$ cat src/rtl/pipe_hazard_ctrl_if.sv
// ============================================================================
//  Module      : pipe_hazard_ctrl_if
//  Description : Hazard-control bundle between the 5-stage pipeline and the
//                stall/flush sequencer. The pipeline side uses the master
//                modport and the sequencer uses the slave modport.
//                HAZARD_PERF_CNT_EN adds the performance-counter signals.
//  Revision    : 1.0 - initial release
// ============================================================================
`default_nettype none

interface pipe_hazard_ctrl_if;
  // ID-stage operands
  logic [3:0]  src_1;
  logic [3:0]  src_2;
  logic        use_src_1;
  logic        two_src;
  // Destinations further down the pipe
  logic [3:0]  ex_dest;
  logic        ex_wb_en;
  logic [3:0]  mem_dest;
  logic        mem_wb_en;
  // Control-flow and memory handshake
  logic        branch_taken;
  logic        mem_req;
  logic        mem_ready;
  // Register controls
  logic        freeze_pc;
  logic        freeze_if_id;
  logic        flush_if_id;
  logic        freeze_id_ex;
  logic        flush_id_ex;
  logic        freeze_ex_mem;
  logic        freeze_mem_wb;
  logic        mem_timeout;
`ifdef HAZARD_PERF_CNT_EN
  logic        perf_clr;
  logic [15:0] haz_cycles;
  logic [15:0] mem_cycles;
  logic [15:0] flush_cycles;
`endif

  modport master (
    output src_1, src_2, use_src_1, two_src, ex_dest, ex_wb_en,
           mem_dest, mem_wb_en, branch_taken, mem_req, mem_ready,
`ifdef HAZARD_PERF_CNT_EN
    output perf_clr,
    input  haz_cycles, mem_cycles, flush_cycles,
`endif
    input  freeze_pc, freeze_if_id, flush_if_id, freeze_id_ex,
           flush_id_ex, freeze_ex_mem, freeze_mem_wb, mem_timeout
  );

  modport slave (
    input  src_1, src_2, use_src_1, two_src, ex_dest, ex_wb_en,
           mem_dest, mem_wb_en, branch_taken, mem_req, mem_ready,
`ifdef HAZARD_PERF_CNT_EN
    input  perf_clr,
    output haz_cycles, mem_cycles, flush_cycles,
`endif
    output freeze_pc, freeze_if_id, flush_if_id, freeze_id_ex,
           flush_id_ex, freeze_ex_mem, freeze_mem_wb, mem_timeout
  );
endinterface

`default_nettype wire

$ cat src/rtl/pipe_hazard_ctrl.sv
// ============================================================================
//  Module      : pipe_hazard_ctrl
//  Description : Central stall/flush sequencer for the 5-stage pipeline.
//                Combines RAW-hazard stalls, a post-branch flush sequencer
//                and a memory-wait FSM with a sticky timeout watchdog.
//                Optional macro HAZARD_PERF_CNT_EN adds saturating
//                hazard/memory/flush cycle counters.
//  Revision    : 1.0 - initial release
// ============================================================================
`default_nettype none

module pipe_hazard_ctrl #(
  parameter int FLUSH_CYCLES = 1,   // 1..15
  parameter int MEM_TIMEOUT  = 255  // 1..65535
) (
  input  logic             clk,
  input  logic             rst,     // asynchronous, active low
  pipe_hazard_ctrl_if.slave hz
);

  localparam int                  c_WCNT_W     = $clog2(MEM_TIMEOUT + 1);
  localparam logic [c_WCNT_W-1:0] c_WCNT_MAX   = c_WCNT_W'(MEM_TIMEOUT);
  localparam logic [c_WCNT_W-1:0] c_WCNT_ONE   = c_WCNT_W'(1);
  localparam logic [3:0]          c_FLUSH_INIT = 4'(FLUSH_CYCLES - 1);
  localparam bit                  c_FLUSH_MULTI = (FLUSH_CYCLES > 1);

  typedef enum logic [1:0] {
    ST_RUN      = 2'd0,
    ST_MEM_WAIT = 2'd1,
    ST_FLUSH    = 2'd2
  } state_t;

  state_t              r_state, w_state_nxt;
  logic [3:0]          r_fcnt, w_fcnt_nxt;
  logic [c_WCNT_W-1:0] r_wcnt, w_wcnt_nxt;
  logic                r_mem_timeout, w_timeout_set;

  logic w_haz, w_mem_stall, w_flush_req;
  logic w_freeze_all, w_flush_act, w_haz_act;

  assign w_haz = (hz.use_src_1 & hz.ex_wb_en  & (hz.ex_dest  == hz.src_1))
               | (hz.two_src   & hz.ex_wb_en  & (hz.ex_dest  == hz.src_2))
               | (hz.use_src_1 & hz.mem_wb_en & (hz.mem_dest == hz.src_1))
               | (hz.two_src   & hz.mem_wb_en & (hz.mem_dest == hz.src_2));

  assign w_mem_stall = hz.mem_req & ~hz.mem_ready;

  // A branch held in EX across a memory stall is honoured on the first
  // unstalled cycle, which may be the MEM_WAIT cycle that sees mem_ready.
  // In FLUSH a new branch_taken cannot occur, so OR-ing it in is harmless.
  assign w_flush_req = hz.branch_taken | (r_state == ST_FLUSH);

  // Priority resolution: memory stall, then flush, then RAW hazard
  always_comb begin
    w_freeze_all = 1'b0;
    w_flush_act  = 1'b0;
    w_haz_act    = 1'b0;
    if (w_mem_stall)      w_freeze_all = 1'b1;
    else if (w_flush_req) w_flush_act  = 1'b1;
    else if (w_haz)       w_haz_act    = 1'b1;
  end

  // Register controls are forced low while reset is asserted
  assign hz.freeze_pc     = rst & (w_freeze_all | w_haz_act);
  assign hz.freeze_if_id  = rst & (w_freeze_all | w_haz_act);
  assign hz.flush_if_id   = rst & w_flush_act;
  assign hz.freeze_id_ex  = rst & w_freeze_all;
  assign hz.flush_id_ex   = rst & (w_flush_act | w_haz_act);
  assign hz.freeze_ex_mem = rst & w_freeze_all;
  assign hz.freeze_mem_wb = rst & w_freeze_all;
  assign hz.mem_timeout   = r_mem_timeout;

  // Next-state, counter and watchdog logic
  always_comb begin
    w_state_nxt   = r_state;
    w_fcnt_nxt    = r_fcnt;
    w_wcnt_nxt    = r_wcnt;
    w_timeout_set = 1'b0;
    case (r_state)
      ST_RUN: begin
        if (w_mem_stall) begin
          w_state_nxt = ST_MEM_WAIT;
          w_wcnt_nxt  = c_WCNT_ONE;
        end else if (hz.branch_taken && c_FLUSH_MULTI) begin
          w_state_nxt = ST_FLUSH;
          w_fcnt_nxt  = c_FLUSH_INIT;
        end
      end
      ST_MEM_WAIT: begin
        if (w_mem_stall) begin
          // Counter saturates; the error is latched once the limit is seen
          if (r_wcnt == c_WCNT_MAX) w_timeout_set = 1'b1;
          else                      w_wcnt_nxt    = r_wcnt + c_WCNT_ONE;
        end else begin
          w_wcnt_nxt = '0;
          if (hz.branch_taken && c_FLUSH_MULTI) begin
            w_state_nxt = ST_FLUSH;
            w_fcnt_nxt  = c_FLUSH_INIT;
          end else begin
            w_state_nxt = ST_RUN;
          end
        end
      end
      ST_FLUSH: begin
        // A memory stall during the flush simply holds the count
        if (!w_mem_stall) begin
          if (r_fcnt <= 4'd1) begin
            w_state_nxt = ST_RUN;
            w_fcnt_nxt  = 4'd0;
          end else begin
            w_fcnt_nxt  = r_fcnt - 4'd1;
          end
        end
      end
      default: begin
        w_state_nxt = ST_RUN;
        w_fcnt_nxt  = 4'd0;
        w_wcnt_nxt  = '0;
      end
    endcase
  end

  // State, counters and sticky watchdog flag
  always_ff @(posedge clk or negedge rst) begin
    if (!rst) begin
      r_state       <= ST_RUN;
      r_fcnt        <= 4'd0;
      r_wcnt        <= '0;
      r_mem_timeout <= 1'b0;
    end else begin
      r_state <= w_state_nxt;
      r_fcnt  <= w_fcnt_nxt;
      r_wcnt  <= w_wcnt_nxt;
      if (w_timeout_set) r_mem_timeout <= 1'b1;
    end
  end

`ifdef HAZARD_PERF_CNT_EN
  logic [15:0] r_haz_cycles, r_mem_cycles, r_flush_cycles;

  // Saturating activity counters; clear wins over increment
  always_ff @(posedge clk or negedge rst) begin
    if (!rst) begin
      r_haz_cycles   <= 16'd0;
      r_mem_cycles   <= 16'd0;
      r_flush_cycles <= 16'd0;
    end else if (hz.perf_clr) begin
      r_haz_cycles   <= 16'd0;
      r_mem_cycles   <= 16'd0;
      r_flush_cycles <= 16'd0;
    end else begin
      if (w_haz_act && (r_haz_cycles != 16'hFFFF))
        r_haz_cycles <= r_haz_cycles + 16'd1;
      if (w_freeze_all && (r_mem_cycles != 16'hFFFF))
        r_mem_cycles <= r_mem_cycles + 16'd1;
      if (w_flush_act && (r_flush_cycles != 16'hFFFF))
        r_flush_cycles <= r_flush_cycles + 16'd1;
    end
  end

  assign hz.haz_cycles   = r_haz_cycles;
  assign hz.mem_cycles   = r_mem_cycles;
  assign hz.flush_cycles = r_flush_cycles;
`endif

endmodule

`default_nettype wire

$ cat src/flat_wrapper.sv
// flat-port wrapper written by rule: the top's interface ports become plain ports
module pipe_hazard_ctrl_flat 
#(
  parameter int FLUSH_CYCLES = 1,           
  parameter int MEM_TIMEOUT  = 255             
)
  (clk, rst, hz_src_1, hz_src_2, hz_use_src_1, hz_two_src, hz_ex_dest, hz_ex_wb_en, hz_mem_dest, hz_mem_wb_en, hz_branch_taken, hz_mem_req, hz_mem_ready, hz_freeze_pc, hz_freeze_if_id, hz_flush_if_id, hz_freeze_id_ex, hz_flush_id_ex, hz_freeze_ex_mem, hz_freeze_mem_wb, hz_mem_timeout);
  pipe_hazard_ctrl_if hz_i ();
  input  logic clk;
  input  logic rst;
  input wire logic [$bits(hz_i.src_1)-1:0] hz_src_1;
  input wire logic [$bits(hz_i.src_2)-1:0] hz_src_2;
  input wire logic [$bits(hz_i.use_src_1)-1:0] hz_use_src_1;
  input wire logic [$bits(hz_i.two_src)-1:0] hz_two_src;
  input wire logic [$bits(hz_i.ex_dest)-1:0] hz_ex_dest;
  input wire logic [$bits(hz_i.ex_wb_en)-1:0] hz_ex_wb_en;
  input wire logic [$bits(hz_i.mem_dest)-1:0] hz_mem_dest;
  input wire logic [$bits(hz_i.mem_wb_en)-1:0] hz_mem_wb_en;
  input wire logic [$bits(hz_i.branch_taken)-1:0] hz_branch_taken;
  input wire logic [$bits(hz_i.mem_req)-1:0] hz_mem_req;
  input wire logic [$bits(hz_i.mem_ready)-1:0] hz_mem_ready;
  output wire logic [$bits(hz_i.freeze_pc)-1:0] hz_freeze_pc;
  output wire logic [$bits(hz_i.freeze_if_id)-1:0] hz_freeze_if_id;
  output wire logic [$bits(hz_i.flush_if_id)-1:0] hz_flush_if_id;
  output wire logic [$bits(hz_i.freeze_id_ex)-1:0] hz_freeze_id_ex;
  output wire logic [$bits(hz_i.flush_id_ex)-1:0] hz_flush_id_ex;
  output wire logic [$bits(hz_i.freeze_ex_mem)-1:0] hz_freeze_ex_mem;
  output wire logic [$bits(hz_i.freeze_mem_wb)-1:0] hz_freeze_mem_wb;
  output wire logic [$bits(hz_i.mem_timeout)-1:0] hz_mem_timeout;
  assign hz_i.src_1 = hz_src_1;
  assign hz_i.src_2 = hz_src_2;
  assign hz_i.use_src_1 = hz_use_src_1;
  assign hz_i.two_src = hz_two_src;
  assign hz_i.ex_dest = hz_ex_dest;
  assign hz_i.ex_wb_en = hz_ex_wb_en;
  assign hz_i.mem_dest = hz_mem_dest;
  assign hz_i.mem_wb_en = hz_mem_wb_en;
  assign hz_i.branch_taken = hz_branch_taken;
  assign hz_i.mem_req = hz_mem_req;
  assign hz_i.mem_ready = hz_mem_ready;
  assign hz_freeze_pc = hz_i.freeze_pc;
  assign hz_freeze_if_id = hz_i.freeze_if_id;
  assign hz_flush_if_id = hz_i.flush_if_id;
  assign hz_freeze_id_ex = hz_i.freeze_id_ex;
  assign hz_flush_id_ex = hz_i.flush_id_ex;
  assign hz_freeze_ex_mem = hz_i.freeze_ex_mem;
  assign hz_freeze_mem_wb = hz_i.freeze_mem_wb;
  assign hz_mem_timeout = hz_i.mem_timeout;
  pipe_hazard_ctrl #(.FLUSH_CYCLES(FLUSH_CYCLES), .MEM_TIMEOUT(MEM_TIMEOUT)) u_core (.clk(clk), .rst(rst), .hz(hz_i));
endmodule
$ cat config.mk
export PLATFORM = sky130hd
export DESIGN_NAME = pipe_hazard_ctrl_flat
export DESIGN_NICKNAME = d
export VERILOG_FILES = /design/src/rtl/pipe_hazard_ctrl_if.sv /design/src/rtl/pipe_hazard_ctrl.sv /design/src/flat_wrapper.sv
export SDC_FILE = /design/constraint.sdc
export NUM_CORES = 1
export LEC_CHECK = 0
export CORE_MARGIN = 2
export CORE_UTILIZATION = 35
export DETAILED_ROUTE_END_ITERATION = 7
export PLACE_DENSITY = 0.78
export SLEW_MARGIN = 20
export SYNTH_ARGS = -nofsm -noshare
export SYNTH_HDL_FRONTEND = slang
export SYNTH_SLANG_ARGS = --single-unit
$ cat constraint.sdc
create_clock -name clk -period 1.8 [get_ports clk]
set_input_delay 0.36 -clock clk [delete_from_list [all_inputs] [get_ports clk]]
set_output_delay 0.36 -clock clk [all_outputs]
set_load 0.02 [all_outputs]
* Yosys cells after proc, flatten, opt, wreduce, memory -nomap -nowiden
Cells that the tools add are included. Widths: inputs -> output; s select.
Word-level totals: output and inout port bits 8, input bits 25, flip-flop bits (word level) 15, word-level logic and storage cells 67
Cells by class: add/sub/neg operators 2, bitwise operators 22, reduce and logical (&&, ||, !) cells 5, magnitude comparators 1, equality and inequality tests 12, muxes and demuxes 21
Operators by type and width (number):
- $mux 8 | 3
- $pmux 8 s3 | 1
- $eq 4x4->1 | 4
- $and 1x1->1 | 13
- $mux 1 | 9
- $add 8x1->8 const B | 1
- $eq 8x8->1 const B | 1
- $mux 2 | 4
- $mux 4 | 2
- $pmux 4 s2 | 1
- $ne 2x2->1 const B | 3
- $or 1x1->1 | 6
- $pmux 2 s3 | 1
- $le 4x1->1 const B | 1
- $reduce_and 4->1 | 1
- $sub 4x1->4 const B | 1
- $ne 3x3->1 const B | 1
- $not 1->1 | 3
- $reduce_and 3->1 | 1
- $eq 2x1->1 const B | 1
- $eq 2x2->1 const B | 1
- $logic_not 2->1 | 1
- $ne 2x1->1 const B | 1
- $reduce_and 2->1 | 1
- $reduce_or 2->1 | 1

* Logic depth before layout (Yosys ltp)
Gate-level depths: netlist of the first run.
depth after elaboration 10, mapped depth 7, depth with buffers taken out 7

* Worst setup path after synthesis of the first run
No wires, ideal clock.
path kind input-to-output, start point input hz_src_1[2], end point output hz_freeze_pc, path slack -221 ps, data required time 1440 ps, arrival time 1661 ps, buffers on the path 1, stages 6, path through inv_1 a2bb2oi_1 o2111ai_1 o311a_1 o21bai_1 buf_4
Between the ends: word-level cells in the longest chain between the ends 10, elaborated cells on any way between the ends 12
RTL lines:
- from (decl) | line flat_wrapper.sv:11 | input wire logic [$bits(hz_i.src_1)-1:0] hz_src_1;
- $eq 4x4->1 | line pipe_hazard_ctrl.sv:41 | assign w_haz = (hz.use_src_1 & hz.ex_wb_en & (hz.ex_dest == hz.src_1))
- $and 1x1->1 | line pipe_hazard_ctrl.sv:41
- $or 1x1->1 | line pipe_hazard_ctrl.sv:42 | | (hz.two_src & hz.ex_wb_en & (hz.ex_dest == hz.src_2))
- $or 1x1->1 (*) | line pipe_hazard_ctrl.sv:43 | | (hz.use_src_1 & hz.mem_wb_en & (hz.mem_dest == hz.src_1))
- $or 1x1->1 (*) | line pipe_hazard_ctrl.sv:44 | | (hz.two_src & hz.mem_wb_en & (hz.mem_dest == hz.src_2));
- $mux 1 (*) | line pipe_hazard_ctrl.sv:60 | else if (w_haz) w_haz_act = 1'b1;
- $mux 1 (*) | line pipe_hazard_ctrl.sv:59 | else if (w_flush_req) w_flush_act = 1'b1;
- $mux 1 (*) | line pipe_hazard_ctrl.sv:58 | if (w_mem_stall) w_freeze_all = 1'b1;
- $or 1x1->1 (*)
- $and 1x1->1 (*)
- to (decl) | line flat_wrapper.sv:22 | output wire logic [$bits(hz_i.freeze_pc)-1:0] hz_freeze_pc;
Every way passes the cells marked *; elsewhere a longest branch is shown, timed or not.

* Final worst setup path of the first run
start point input hz_src_1[0], end point output hz_flush_id_ex
Between the ends: word-level cells in the longest chain between the ends 10, elaborated cells on any way between the ends 12
RTL lines:
- $eq 4x4->1 | line pipe_hazard_ctrl.sv:41
- $and 1x1->1 | line pipe_hazard_ctrl.sv:41
- $or 1x1->1 | line pipe_hazard_ctrl.sv:42
- $or 1x1->1 (*) | line pipe_hazard_ctrl.sv:43
- $or 1x1->1 (*) | line pipe_hazard_ctrl.sv:44
- $mux 1 (*) | line pipe_hazard_ctrl.sv:60
- $mux 1 (*) | line pipe_hazard_ctrl.sv:59
- $mux 1 (*) | line pipe_hazard_ctrl.sv:58
- $or 1x1->1 (*) | line pipe_hazard_ctrl.sv:68 | assign hz.flush_id_ex = rst & (w_flush_act | w_haz_act);
- $and 1x1->1 (*) | line pipe_hazard_ctrl.sv:68
- to (decl) | line flat_wrapper.sv:26 | output wire logic [$bits(hz_i.flush_id_ex)-1:0] hz_flush_id_ex;
Marked as above.

==> impl_metrics.prom, run 1 <==
# TYPE chip_impl_metric gauge
chip_impl_metric{name="power_density",unit="mW/mm2"} 471.4
chip_impl_metric{name="timing.fmax",unit="GHz"} 0.5412
chip_impl_metric{name="sinks_on_the_clock_net",unit=""} 10
chip_impl_metric{name="setup-tns-final",unit="ns"} -0.1279
chip_impl_info{name="worstSetupStartpoint",value="hz_src_1[0]"} 1
chip_impl_metric{name="synth_cells",unit=""} 92
chip_impl_metric{name="crit_required",unit="ns"} 1.44
chip_impl_metric{name="synth_seq_area_share",unit="%"} 31.60
chip_impl_metric{name="cap_violations",unit=""} 0
chip_impl_metric{name="timing.reg2reg.worst_path_depth",unit=""} 7
chip_impl_info{name="synth_top_cell_by_area",value="dfrtp_1"} 1
chip_impl_info{name="worstSetupEndpointType",value="primary output"} 1
chip_impl_metric{name="core_area",unit="mm2"} 0.002170
chip_impl_metric{name="r2r_setup_slack",unit="ns"} 0.14
chip_impl_metric{name="initial_standard_cell_utilization_of_the_core",unit="%"} 36.51
chip_impl_metric{name="tightest_slew",unit="ns"} 0.3466
chip_impl_metric{name="setup_ws",unit="ns"} -0.04787
chip_impl_metric{name="detail_route.first_pass.iterations",unit=""} 7
chip_impl_info{name="synth_top_flop_cell",value="dfrtp_1"} 1
chip_impl_metric{name="antennaDiodeCount",unit=""} 0
chip_impl_metric{name="h-tree-depth",unit=""} 1
chip_impl_metric{name="worst_slew_margin_rel",unit="%"} 76.81
chip_impl_metric{name="placementRows",unit=""} 17
chip_impl_metric{name="nets",unit=""} 164
chip_impl_metric{name="tritoncts.num_buffers",unit=""} 3
chip_impl_metric{name="timing.final.hold_violations",unit=""} 0
chip_impl_metric{name="syn_area_per_cell",unit="um2"} 8.609
chip_impl_metric{name="dr.first_iter.drc_count",unit=""} 15
chip_impl_metric{name="die_area",unit="mm2"} 0.002659
chip_impl_metric{name="die-height",unit="um"} 51.57
chip_impl_info{name="synth_top_cells_by_area",value="dfrtp_1 (32%), xor2_1 (6.6%), nand2_1 (4.3%)"} 1
chip_impl_metric{name="hold_depth",unit=""} 1
chip_impl_metric{name="n_fill_cell",unit=""} 194
chip_impl_metric{name="finalWeightedCongestion",unit=""} 0.8516
chip_impl_metric{name="portBuffers",unit=""} 32
chip_impl_info{name="min_delay_worst_endpoint",value="u_core.hz.mem_timeout"} 1
chip_impl_metric{name="setup_violations",unit=""} 3
chip_impl_metric{name="antenna_found_initial",unit=""} 0
chip_impl_metric{name="layout_stage_area_growth_over_the_synthesis_result",unit="%"} 62.40
chip_impl_info{name="reg2reg_to",value="u_core.r_wcnt[7]"} 1
chip_impl_metric{name="post-route-period-util",unit="%"} 102.7
chip_impl_metric{name="boundaryPins",unit=""} 33
chip_impl_metric{name="wl_per_cell",unit="um"} 14.28
chip_impl_metric{name="grt_pass1_wl",unit="mm"} 3.588
chip_impl_info{name="synth_common_cells",value="dfrtp_1 (10), nand2_1 (9), inv_1 (8), xor2_1 (6)"} 1
chip_impl_metric{name="globalRouteOverflowTotal",unit=""} 0
chip_impl_metric{name="area_of_the_multi_input_gates",unit="um2"} 550.5
chip_impl_metric{name="detail-route-antenna-nets",unit=""} 0
chip_impl_metric{name="clock_path_buffers",unit=""} 2
chip_impl_metric{name="dp_hpwl",unit="mm"} 1.712
chip_impl_info{name="hp-class",value="flip-flop to flip-flop"} 1
chip_impl_metric{name="fin_worst_skew",unit="ns"} 0.008585
chip_impl_metric{name="design_power_total",unit="mW"} 0.6063
chip_impl_metric{name="worstPathArrival",unit="ns"} 1.49
chip_impl_metric{name="timing_max_transition_violations_final",unit=""} 0
chip_impl_metric{name="first_global_vias",unit=""} 826
chip_impl_metric{name="remaining_drc_errors",unit=""} 0
chip_impl_metric{name="drt-vias-per-instance",unit=""} 5.494
chip_impl_info{name="holdCritStartpoint",value="u_core.hz.mem_timeout"} 1
chip_impl_metric{name="overall_global_routing_usage",unit="%"} 17.91
chip_impl_metric{name="postPlaceCellArea",unit="mm2"} 0.001211
chip_impl_info{name="violations",value="negative setup slack"} 1
chip_impl_info{name="outcome",value="finished with violations"} 1
chip_impl_metric{name="post_route_cells_drive_above_1_share",unit="%"} 44.12
chip_impl_metric{name="worst_ir_drop_vdd",unit="uV"} 413.4
chip_impl_metric{name="synth.yosys.warnings",unit=""} 0
chip_impl_metric{name="synth_cell_type_count",unit=""} 39
chip_impl_info{name="clock_tree.root_cell",value="clkbuf_4"} 1
chip_impl_metric{name="worst_skew_pair.late_latency",unit="ns"} 0.27
chip_impl_metric{name="area.sequential",unit="um2"} 250.2
chip_impl_metric{name="synthesis.area",unit="um2"} 792.0
chip_impl_info{name="rr_startpoint",value="u_core.r_wcnt[0]"} 1
chip_impl_metric{name="detailroute.via_count",unit=""} 901
chip_impl_info{name="critical_path_type",value="primary input to primary output"} 1
chip_impl_metric{name="clkTransAtPathRegs",unit="ns"} 0.06
chip_impl_metric{name="chipWidth",unit="um"} 51.57
chip_impl_metric{name="synth-seq-cells",unit=""} 10
chip_impl_info{name="rsz0062_at_grt",value="true"} 1
chip_impl_metric{name="p_leak",unit="nW"} 0.5973
chip_impl_metric{name="post_synthesis_net_count",unit=""} 118
chip_impl_metric{name="hold_buffers",unit=""} 0
chip_impl_metric{name="post-synth-top-area-fraction",unit="%"} 31.60
chip_impl_info{name="yosysMostFrequentCell",value="dfrtp_1"} 1
chip_impl_metric{name="count_of_flip_flops_with_a_built_in_enable_after_synthesis",unit=""} 0
chip_impl_metric{name="worst-path-max-fanout",unit=""} 2
chip_impl_metric{name="pin_count_of_the_biggest_net_entering_global_routing",unit=""} 9
chip_impl_info{name="start_kind",value="primary input"} 1
chip_impl_metric{name="postRouteWirelength",unit="mm"} 2.342
chip_impl_info{name="tritoncts",value="built"} 1
chip_impl_metric{name="layout.cell_area.non_filler",unit="mm2"} 0.001286
chip_impl_metric{name="period_needed",unit="ns"} 1.848
chip_impl_metric{name="async_reset_ff_share",unit="%"} 100.0
## layout make-up
cell class / instances / share of cell area (%)
well taps: 28 / 2.724
multi-input cells: 70 / 42.80
flip-flops and latches: 10 / 19.46
repair buffers: 44 / 30.25
inverters: 9 / 3.016
clock buffers: 3 / 1.751
## cells by family (layout without fill, tap and decap cells)
kind of cell | after synthesis | count (layout) | share of synthesized area, %
AOI/OAI and AO/OA | 31 | 31 | 28.28
xor gates and xnor gates | 8 | 8 | 8.847
buffers and inverters | 12 | 56 | 7.266
adders and majority gates | 1 | 1 | 1.580
DFF | 10 | 10 | 31.60
and+or+nand+nor | 30 | 30 | 22.44
## cells in the final DEF, fill, tap and decap left out, types with 2 or more instances in the layout
master and count:
inv_1 4, nor2_1 5, nand3_1 3, o211ai_1 2, clkdlybuf4s50_1 5, xor2_1 6, o21ai_2 2, o21ai_0 4
o21ai_1 2, inv_4 2, a31oi_1 2, a21oi_1 2, buf_6 12, a22o_2 2, clkdlybuf4s15_1 3, o22ai_1 2
dfrtp_1 10, a222oi_1 2, nor3_1 2, buf_2 4, inv_2 3, o31ai_1 2, clkbuf_4 3, dlygate4sd2_1 4
clkbuf_2 5, and2_4 2, nand2_1 9, buf_4 9
## per-layer routing
metal | track usage, % | routed length, um
met3 | 2.874 | 197
met4 | 13.60 | 100
met1 | 20.18 | 917
met2 | 30.13 | 1125
met5 | 0 | 0
## worst max path at each step
stage	end	cells past startpoint	slack, ns
final	hz_flush_id_ex	8	-0.05
after global routing	hz_freeze_if_id	7	-0.09
after CTS	hz_freeze_pc	8	-0.11
after detailed placement	hz_flush_id_ex	6	-0.92
after global placement	hz_flush_id_ex	6	-0.90
after floorplan	hz_flush_id_ex	5	-0.02
## flip-flops by register name, indices dropped and copies added (netlist names)
signal and count:
u_core.r_state 1, u_core.hz.mem_timeout 1, u_core.r_wcnt 8
## power breakdown
part           internal [mW]  leakage [nW]  switching, mW
clock network         0.0773        0.0138         0.0791
registers              0.234         0.136         0.0126
logic                  0.109         0.448         0.0951
## worst max-delay path, cell delays in order
cell	delay [ns]
buf_6	0.10
buf_6	0.10
o211ai_1	0.19
nor3_1	0.08
a21oi_1	0.21
o311a_4	0.24
a21oi_2	0.06
buf_4	0.15
## through the flow
stage | util (%) | cells | hold slack [ns] | setup WS [ns]
finish | 59.28 | 164 | 0.4684 | -0.04787
global route | 59.28 | 164 | 0.4976 | -0.09294
CTS | 57.15 | 163 | 0.4728 | -0.1081
detailed placement | 55.82 | 159 | 0.4525 | -0.9235
global placement | 55.82 | 159 | 0.4544 | -0.8987
floorplan | - | 92 | 0.06441 | -0.01780
## what timing repair did
action	4_1_cts	5_1_grt
endpoints found under the setup margin	7	7
pin swaps	16	11
buffers inserted	1	1
resized for setup	95	26
hold endpoints to repair	0	0
Note: power is estimated with default switching activity, not from simulation.
==> run 2, diff against run 1 <==
- CTS_BUF_LIST: unset -> sky130_fd_sc_hd__clkbuf_2
- CTS_CLUSTER_DIAMETER: unset -> 200
- REMOVE_ABC_BUFFERS: unset -> 1
==> run 2 against run 1 <==
The flow now finishes without violations; final area is 3.8% lower; worst hold slack better by 0.028 ns; clock-buffer cell count unchanged; maximum frequency up 3.1%; clock power fell by 24%; register-to-register slack hardly changed; combinational power is 6% lower; setup slack improved by 0.056 ns; sequential power hardly changed; cell count fell by 1.2%; non-clock buffer count is 2 lower; first-iteration DRC count is 73% higher; critical path type unchanged; largest cell class unchanged; largest power group unchanged.
==> impl_metrics.prom, run 2 (same netlist as run 1, synthesis figures left out) <==
# TYPE chip_impl_metric gauge
chip_impl_info{name="outcome",value="finished, final reports clean"} 1
chip_impl_metric{name="worst_slew_margin_rel",unit="%"} 77.67
chip_impl_info{name="rsz0062_at_grt",value="true"} 1
chip_impl_metric{name="crit_required",unit="ns"} 1.44
chip_impl_metric{name="initial_standard_cell_utilization_of_the_core",unit="%"} 36.51
chip_impl_metric{name="timing.reg2reg.worst_path_depth",unit=""} 7
chip_impl_metric{name="remaining_drc_errors",unit=""} 0
chip_impl_info{name="layout.cells.most_common",value="buf_2"} 1
chip_impl_metric{name="h-tree-depth",unit=""} 1
chip_impl_metric{name="detail_route.first_pass.iterations",unit=""} 4
chip_impl_metric{name="dp_hpwl",unit="mm"} 1.684
chip_impl_info{name="largest_register",value="u_core.r_wcnt"} 1
chip_impl_metric{name="layout_stage_area_growth_over_the_synthesis_result",unit="%"} 56.24
chip_impl_metric{name="power_density",unit="mW/mm2"} 448.6
chip_impl_metric{name="fin_worst_skew",unit="ns"} 0.001963
chip_impl_info{name="worstSetupEndpointType",value="primary output"} 1
chip_impl_metric{name="detailroute.via_count",unit=""} 876
chip_impl_metric{name="nets",unit=""} 162
chip_impl_info{name="most_used_cells_in_the_layout_excluding_fill_and_tap_cells",value="buf_2 (11), dfrtp_1 (10), nand2_1 (9)"} 1
chip_impl_metric{name="drt-vias-per-instance",unit=""} 5.407
chip_impl_metric{name="timing.fmax",unit="GHz"} 0.5581
chip_impl_metric{name="number_of_flip_flops_under_the_largest_register_name",unit=""} 8
chip_impl_metric{name="boundaryPins",unit=""} 33
chip_impl_info{name="tritoncts",value="built"} 1
chip_impl_metric{name="post-route-period-util",unit="%"} 99.54
chip_impl_metric{name="pin_count_of_the_biggest_net_entering_global_routing",unit=""} 11
chip_impl_info{name="critical_path_type",value="primary input to primary output"} 1
chip_impl_metric{name="chipWidth",unit="um"} 51.57
chip_impl_info{name="clock_tree.root_cell",value="clkbuf_2"} 1
chip_impl_metric{name="antennaDiodeCount",unit=""} 0
chip_impl_metric{name="tritoncts.num_buffers",unit=""} 3
chip_impl_metric{name="portBuffers",unit=""} 32
chip_impl_metric{name="clkTransAtPathRegs",unit="ns"} 0.09
chip_impl_metric{name="n_fill_cell",unit=""} 204
chip_impl_metric{name="dp_worst_slack",unit="ns"} -0.9461
chip_impl_metric{name="post_route_cells_drive_above_1_share",unit="%"} 44.78
chip_impl_metric{name="setup_ws",unit="ns"} 0.008354
chip_impl_metric{name="cap_violations",unit=""} 0
chip_impl_metric{name="worst_ir_drop_vdd",unit="uV"} 535.5
chip_impl_metric{name="globalRouteOverflowTotal",unit=""} 0
chip_impl_metric{name="placementRows",unit=""} 17
chip_impl_metric{name="timing.final.hold_violations",unit=""} 0
chip_impl_metric{name="length_of_routed_met2_wiring",unit="mm"} 1.092
chip_impl_metric{name="setup-tns-final",unit="ns"} 0
chip_impl_metric{name="die_area",unit="mm2"} 0.002659
chip_impl_metric{name="dr.first_iter.drc_count",unit=""} 26
chip_impl_metric{name="clock_path_buffers",unit=""} 2
chip_impl_metric{name="worstPathArrival",unit="ns"} 1.43
chip_impl_info{name="start_kind",value="primary input"} 1
chip_impl_metric{name="drt-met1-wl",unit="um"} 959
chip_impl_metric{name="core_area",unit="mm2"} 0.002170
chip_impl_metric{name="detail-route-antenna-nets",unit=""} 0
chip_impl_metric{name="finalWeightedCongestion",unit=""} 0.8238
chip_impl_metric{name="postRouteWirelength",unit="mm"} 2.200
chip_impl_metric{name="period_needed",unit="ns"} 1.792
chip_impl_metric{name="timing_max_transition_violations_final",unit=""} 0
chip_impl_info{name="hp-class",value="primary input to asynchronous set/reset pin"} 1
chip_impl_metric{name="setup_violations",unit=""} 0
chip_impl_metric{name="first_global_vias",unit=""} 811
chip_impl_metric{name="grt_pass1_wl",unit="mm"} 3.381
chip_impl_info{name="topRoutingLayerUsed",value="met4"} 1
chip_impl_metric{name="overall_global_routing_usage",unit="%"} 17.07
chip_impl_metric{name="wl_per_cell",unit="um"} 13.58
chip_impl_metric{name="p_leak",unit="nW"} 0.5845
chip_impl_metric{name="antenna_found_initial",unit=""} 0
chip_impl_metric{name="wl_met3",unit="um"} 128
chip_impl_metric{name="worst-path-max-fanout",unit=""} 3
chip_impl_metric{name="sinks_on_the_clock_net",unit=""} 10
chip_impl_metric{name="tightest_slew",unit="ns"} 0.3337
chip_impl_metric{name="worst_skew_pair.late_latency",unit="ns"} 0.25
chip_impl_metric{name="finalCoreUtilization",unit="%"} 57.04
chip_impl_metric{name="die-height",unit="um"} 51.57
[run 2: metal layers]
metal,GRT usage [%],up-vias
li1,-,424
met1,19.89,419
met2,30.77,31
met3,3.448,2
met4,6.140,0
met5,0,-
[run 2: final cells by class]
| type | instances | area [um2] | area share, % |
|---|---|---|---|
| Tap cell | 28 | 35.03 | 2.831 |
| Clock buffer | 3 | 15.01 | 1.213 |
| Multi-Input combinational cell | 70 | 546.8 | 44.19 |
| Inverter | 9 | 38.79 | 3.134 |
| Timing Repair Buffer | 42 | 351.6 | 28.41 |
| Sequential cell | 10 | 250.2 | 20.22 |
[run 2: worst max-delay path, cell delays in order]
cell	delay, ns
buf_2	0.12
a22oi_1	0.17
o21ai_1	0.09
o311a_1	0.40
o21bai_4	0.15
buf_6	0.13
[run 2: power by group]
group | switching [mW] | internal [mW] | leakage, nW
sequential | 0.0118 | 0.234 | 0.136
clock | 0.0737 | 0.0454 | 0.0125
combinational | 0.0899 | 0.101 | 0.436
total | 0.175 | 0.380 | 0.584
[run 2: worst paths after layout]
kind / start / endpoint / slack [ns]
setup / recovery: hz_src_1[1] / hz_freeze_pc / 0.008
hold / removal: rst / u_core.r_wcnt[2] / 0.50
setup reg to reg: u_core.r_wcnt[0] / u_core.r_wcnt[7] / 0.15
hold reg to reg: u_core.hz.mem_timeout / u_core.hz.mem_timeout / 0.50
max in group asynchronous: rst / u_core.r_wcnt[1] / 1.17
min in group clk: u_core.hz.mem_timeout / u_core.hz.mem_timeout / 0.50
[run 2: stage by stage]
step / total power, mW / std cells / area (um2) / hold WS [ns]
after floorplan: 0.3205 / 89 / 769.5 / 0.06441
after global placement: 0.4279 / 159 / 1200 / 0.4517
after detailed placement: 0.4323 / 159 / 1200 / 0.4553
after CTS: 0.5461 / 162 / 1206 / 0.4920
after global routing: 0.5849 / 162 / 1237 / 0.5214
final: 0.5551 / 162 / 1237 / 0.4963
[run 2: repair_timing]
action                     4_1_cts  5_1_grt
setup endpoints to repair        7        4
hold buffers                     0        0
setup buffers                    1        0
pin swaps                       15        1
gates resized for setup        116       11
==> run 3, diff against run 2 <==
- GPL_TIMING_DRIVEN: unset -> 1
- TNS_END_PERCENT: unset -> 30
==> run 3 against run 2 <==
Final area grew 0.30%; largest power group unchanged; critical path type unchanged; sequential power is essentially flat; global-route usage grew 0.37 points; total power grew 0.60%; register-to-register slack is essentially flat; the flow now finishes with violations (negative setup slack); maximum frequency shrank 2.5%; clock-buffer cell count is the same.
==> impl_metrics.prom, run 3 (same netlist as run 1, synthesis figures left out) <==
# TYPE chip_impl_metric gauge
chip_impl_metric{name="dr.first_iter.drc_count",unit=""} 23
chip_impl_metric{name="post_route_cells_drive_above_1_share",unit="%"} 45.93
chip_impl_metric{name="clock_path_buffers",unit=""} 2
chip_impl_metric{name="timing.final.hold_violations",unit=""} 0
chip_impl_metric{name="setup_ws",unit="ns"} -0.03833
chip_impl_metric{name="power_density",unit="mW/mm2"} 449.9
chip_impl_metric{name="clkTransAtPathRegs",unit="ns"} 0.09
chip_impl_metric{name="finalCoreUtilization",unit="%"} 57.21
chip_impl_metric{name="worst_ir_drop_vdd",unit="uV"} 566.5
chip_impl_info{name="critical_path_type",value="primary input to primary output"} 1
chip_impl_metric{name="first_global_vias",unit=""} 834
chip_impl_info{name="start_kind",value="primary input"} 1
chip_impl_metric{name="postRouteWirelength",unit="mm"} 2.355
chip_impl_metric{name="layout_stage_area_growth_over_the_synthesis_result",unit="%"} 56.71
chip_impl_metric{name="detailroute.via_count",unit=""} 880
chip_impl_info{name="clock_tree.root_cell",value="clkbuf_2"} 1
chip_impl_metric{name="placementRows",unit=""} 17
chip_impl_metric{name="globalRouteOverflowTotal",unit=""} 0
chip_impl_metric{name="initial_standard_cell_utilization_of_the_core",unit="%"} 36.51
chip_impl_info{name="hp-class",value="primary input to asynchronous set/reset pin"} 1
chip_impl_metric{name="die_area",unit="mm2"} 0.002659
chip_impl_metric{name="tritoncts.num_buffers",unit=""} 3
chip_impl_info{name="most_used_cells_in_the_layout_excluding_fill_and_tap_cells",value="buf_2 (11), dfrtp_1 (10), nand2_1 (9), buf_6 (9), buf_4 (9)"} 1
chip_impl_metric{name="timing.fmax",unit="GHz"} 0.5440
chip_impl_metric{name="core_area",unit="mm2"} 0.002170
chip_impl_metric{name="finalWeightedCongestion",unit=""} 0.8238
chip_impl_info{name="layout.cells.most_common",value="buf_2"} 1
chip_impl_metric{name="hold_buffers",unit=""} 0
chip_impl_metric{name="dp_hpwl",unit="mm"} 1.684
chip_impl_metric{name="cap_violations",unit=""} 0
chip_impl_metric{name="antenna_found_initial",unit=""} 0
chip_impl_metric{name="number_of_flip_flops_under_the_largest_register_name",unit=""} 8
chip_impl_metric{name="portBuffers",unit=""} 32
chip_impl_info{name="outcome",value="finished with violations"} 1
chip_impl_metric{name="worst-path-max-fanout",unit=""} 3
chip_impl_metric{name="worst_slew_margin_rel",unit="%"} 77.66
chip_impl_metric{name="postPlaceCellArea",unit="mm2"} 0.001200
chip_impl_metric{name="setup_violations",unit=""} 3
chip_impl_metric{name="wl_per_cell",unit="um"} 14.45
chip_impl_metric{name="antennaDiodeCount",unit=""} 0
chip_impl_metric{name="chipWidth",unit="um"} 51.57
chip_impl_metric{name="nets",unit=""} 163
chip_impl_metric{name="worst_skew_pair.late_latency",unit="ns"} 0.25
chip_impl_metric{name="layout.cell_area.non_filler",unit="mm2"} 0.001241
chip_impl_metric{name="overall_global_routing_usage",unit="%"} 17.44
chip_impl_metric{name="n_fill_cell",unit=""} 209
chip_impl_metric{name="crit_required",unit="ns"} 1.44
chip_impl_metric{name="grt_pass1_wl",unit="mm"} 3.456
chip_impl_metric{name="sinks_on_the_clock_net",unit=""} 10
chip_impl_metric{name="worstPathArrival",unit="ns"} 1.48
chip_impl_info{name="rsz0062_at_grt",value="true"} 1
chip_impl_metric{name="post-route-period-util",unit="%"} 102.1
chip_impl_metric{name="p_leak",unit="nW"} 0.5869
chip_impl_metric{name="detail-route-antenna-nets",unit=""} 0
chip_impl_metric{name="drt-vias-per-instance",unit=""} 5.399
chip_impl_metric{name="die-height",unit="um"} 51.57
chip_impl_metric{name="fin_worst_skew",unit="ns"} 0.001721
chip_impl_metric{name="h-tree-depth",unit=""} 1
chip_impl_metric{name="remaining_drc_errors",unit=""} 0
chip_impl_metric{name="boundaryPins",unit=""} 33
chip_impl_metric{name="period_needed",unit="ns"} 1.838
chip_impl_metric{name="pin_count_of_the_biggest_net_entering_global_routing",unit=""} 11
chip_impl_metric{name="timing_max_transition_violations_final",unit=""} 0
chip_impl_info{name="worstSetupEndpointType",value="primary output"} 1
chip_impl_metric{name="tightest_slew",unit="ns"} 0.3339
chip_impl_metric{name="detail_route.first_pass.iterations",unit=""} 4
chip_impl_info{name="violations",value="negative setup slack"} 1
chip_impl_info{name="tritoncts",value="built"} 1
chip_impl_info{name="largest_register",value="u_core.r_wcnt"} 1
run 3: changes by cell type in the layout (fill, tap and decap cells not counted):
cell,previous run,this run
inv_2,4,5
buf_6,8,9
buf_8,2,1
inv_1,4,3
buf_4,8,9
run 3: timing repair:
item                                    4_1_cts  5_1_grt
endpoints found under the setup margin        7        4
setup buffers                                 1        0
pin swaps                                    15        4
resized for setup                           115       12
hold endpoints to repair                      0        0
run 3: per-stage QoR:
stage / TNS (ns) / total power, mW / setup WS, ns / std cells / hold WS, ns
floorplan: -0.4524 / 0.3205 / -0.2262 / 89 / 0.06441
global placement: -4.172 / 0.4279 / -0.8967 / 159 / 0.4517
detailed placement: -4.387 / 0.4323 / -0.9461 / 159 / 0.4553
CTS: -0.003039 / 0.5486 / -0.003039 / 163 / 0.4920
global route: -0.3449 / 0.5885 / -0.1171 / 163 / 0.5214
finish: -0.09227 / 0.5584 / -0.03833 / 163 / 0.4966
run 3: final timing paths:
kind	startpoint	to	slack (ns)	cells past startpoint
min reg2reg	u_core.hz.mem_timeout	u_core.hz.mem_timeout	0.50	1
max reg2reg	u_core.r_wcnt[0]	u_core.r_wcnt[7]	0.14	7
max	hz_src_2[0]	hz_freeze_pc	-0.04	7
min	rst	u_core.r_wcnt[2]	0.50	2
min in group clk	u_core.hz.mem_timeout	u_core.hz.mem_timeout	0.50	1
max in group asynchronous	rst	u_core.r_wcnt[1]	1.17	2
run 3: area by class of cell:
type,instances,area (um2),share of cell area [%]
inverter,9,38.79,3.125
multi-input combinational,70,546.8,44.05
sequential,10,250.2,20.16
clock buffer,3,15.01,1.210
tap,28,35.03,2.823
timing repair buffer,43,355.3,28.63
run 3: layer usage:
layer | share of wire (%) | up-vias | wire [um] | global-route usage, %
li1 | - | 426 | - | -
met1 | 41 | 417 | 964 | 19.89
met2 | 52 | 33 | 1228 | 31.41
met3 | 5.4 | 4 | 128 | 3.448
met4 | 1.4 | 0 | 34 | 7.456
met5 | 0 | - | 0 | 0
run 3: worst max-delay path, stage by stage:
cell,delay (ns)
buf_2,0.12
xor2_1,0.17
nor4_2,0.26
a21oi_1,0.07
o311a_1,0.18
o21bai_4,0.18
buf_6,0.14
run 3: report_power, final:
| group | internal [mW] | total [mW] | switching [mW] |
|---|---|---|---|
| clock | 0.0454 | 0.119 | 0.0736 |
| combinational | 0.101 | 0.194 | 0.0928 |
| sequential | 0.234 | 0.245 | 0.0118 |
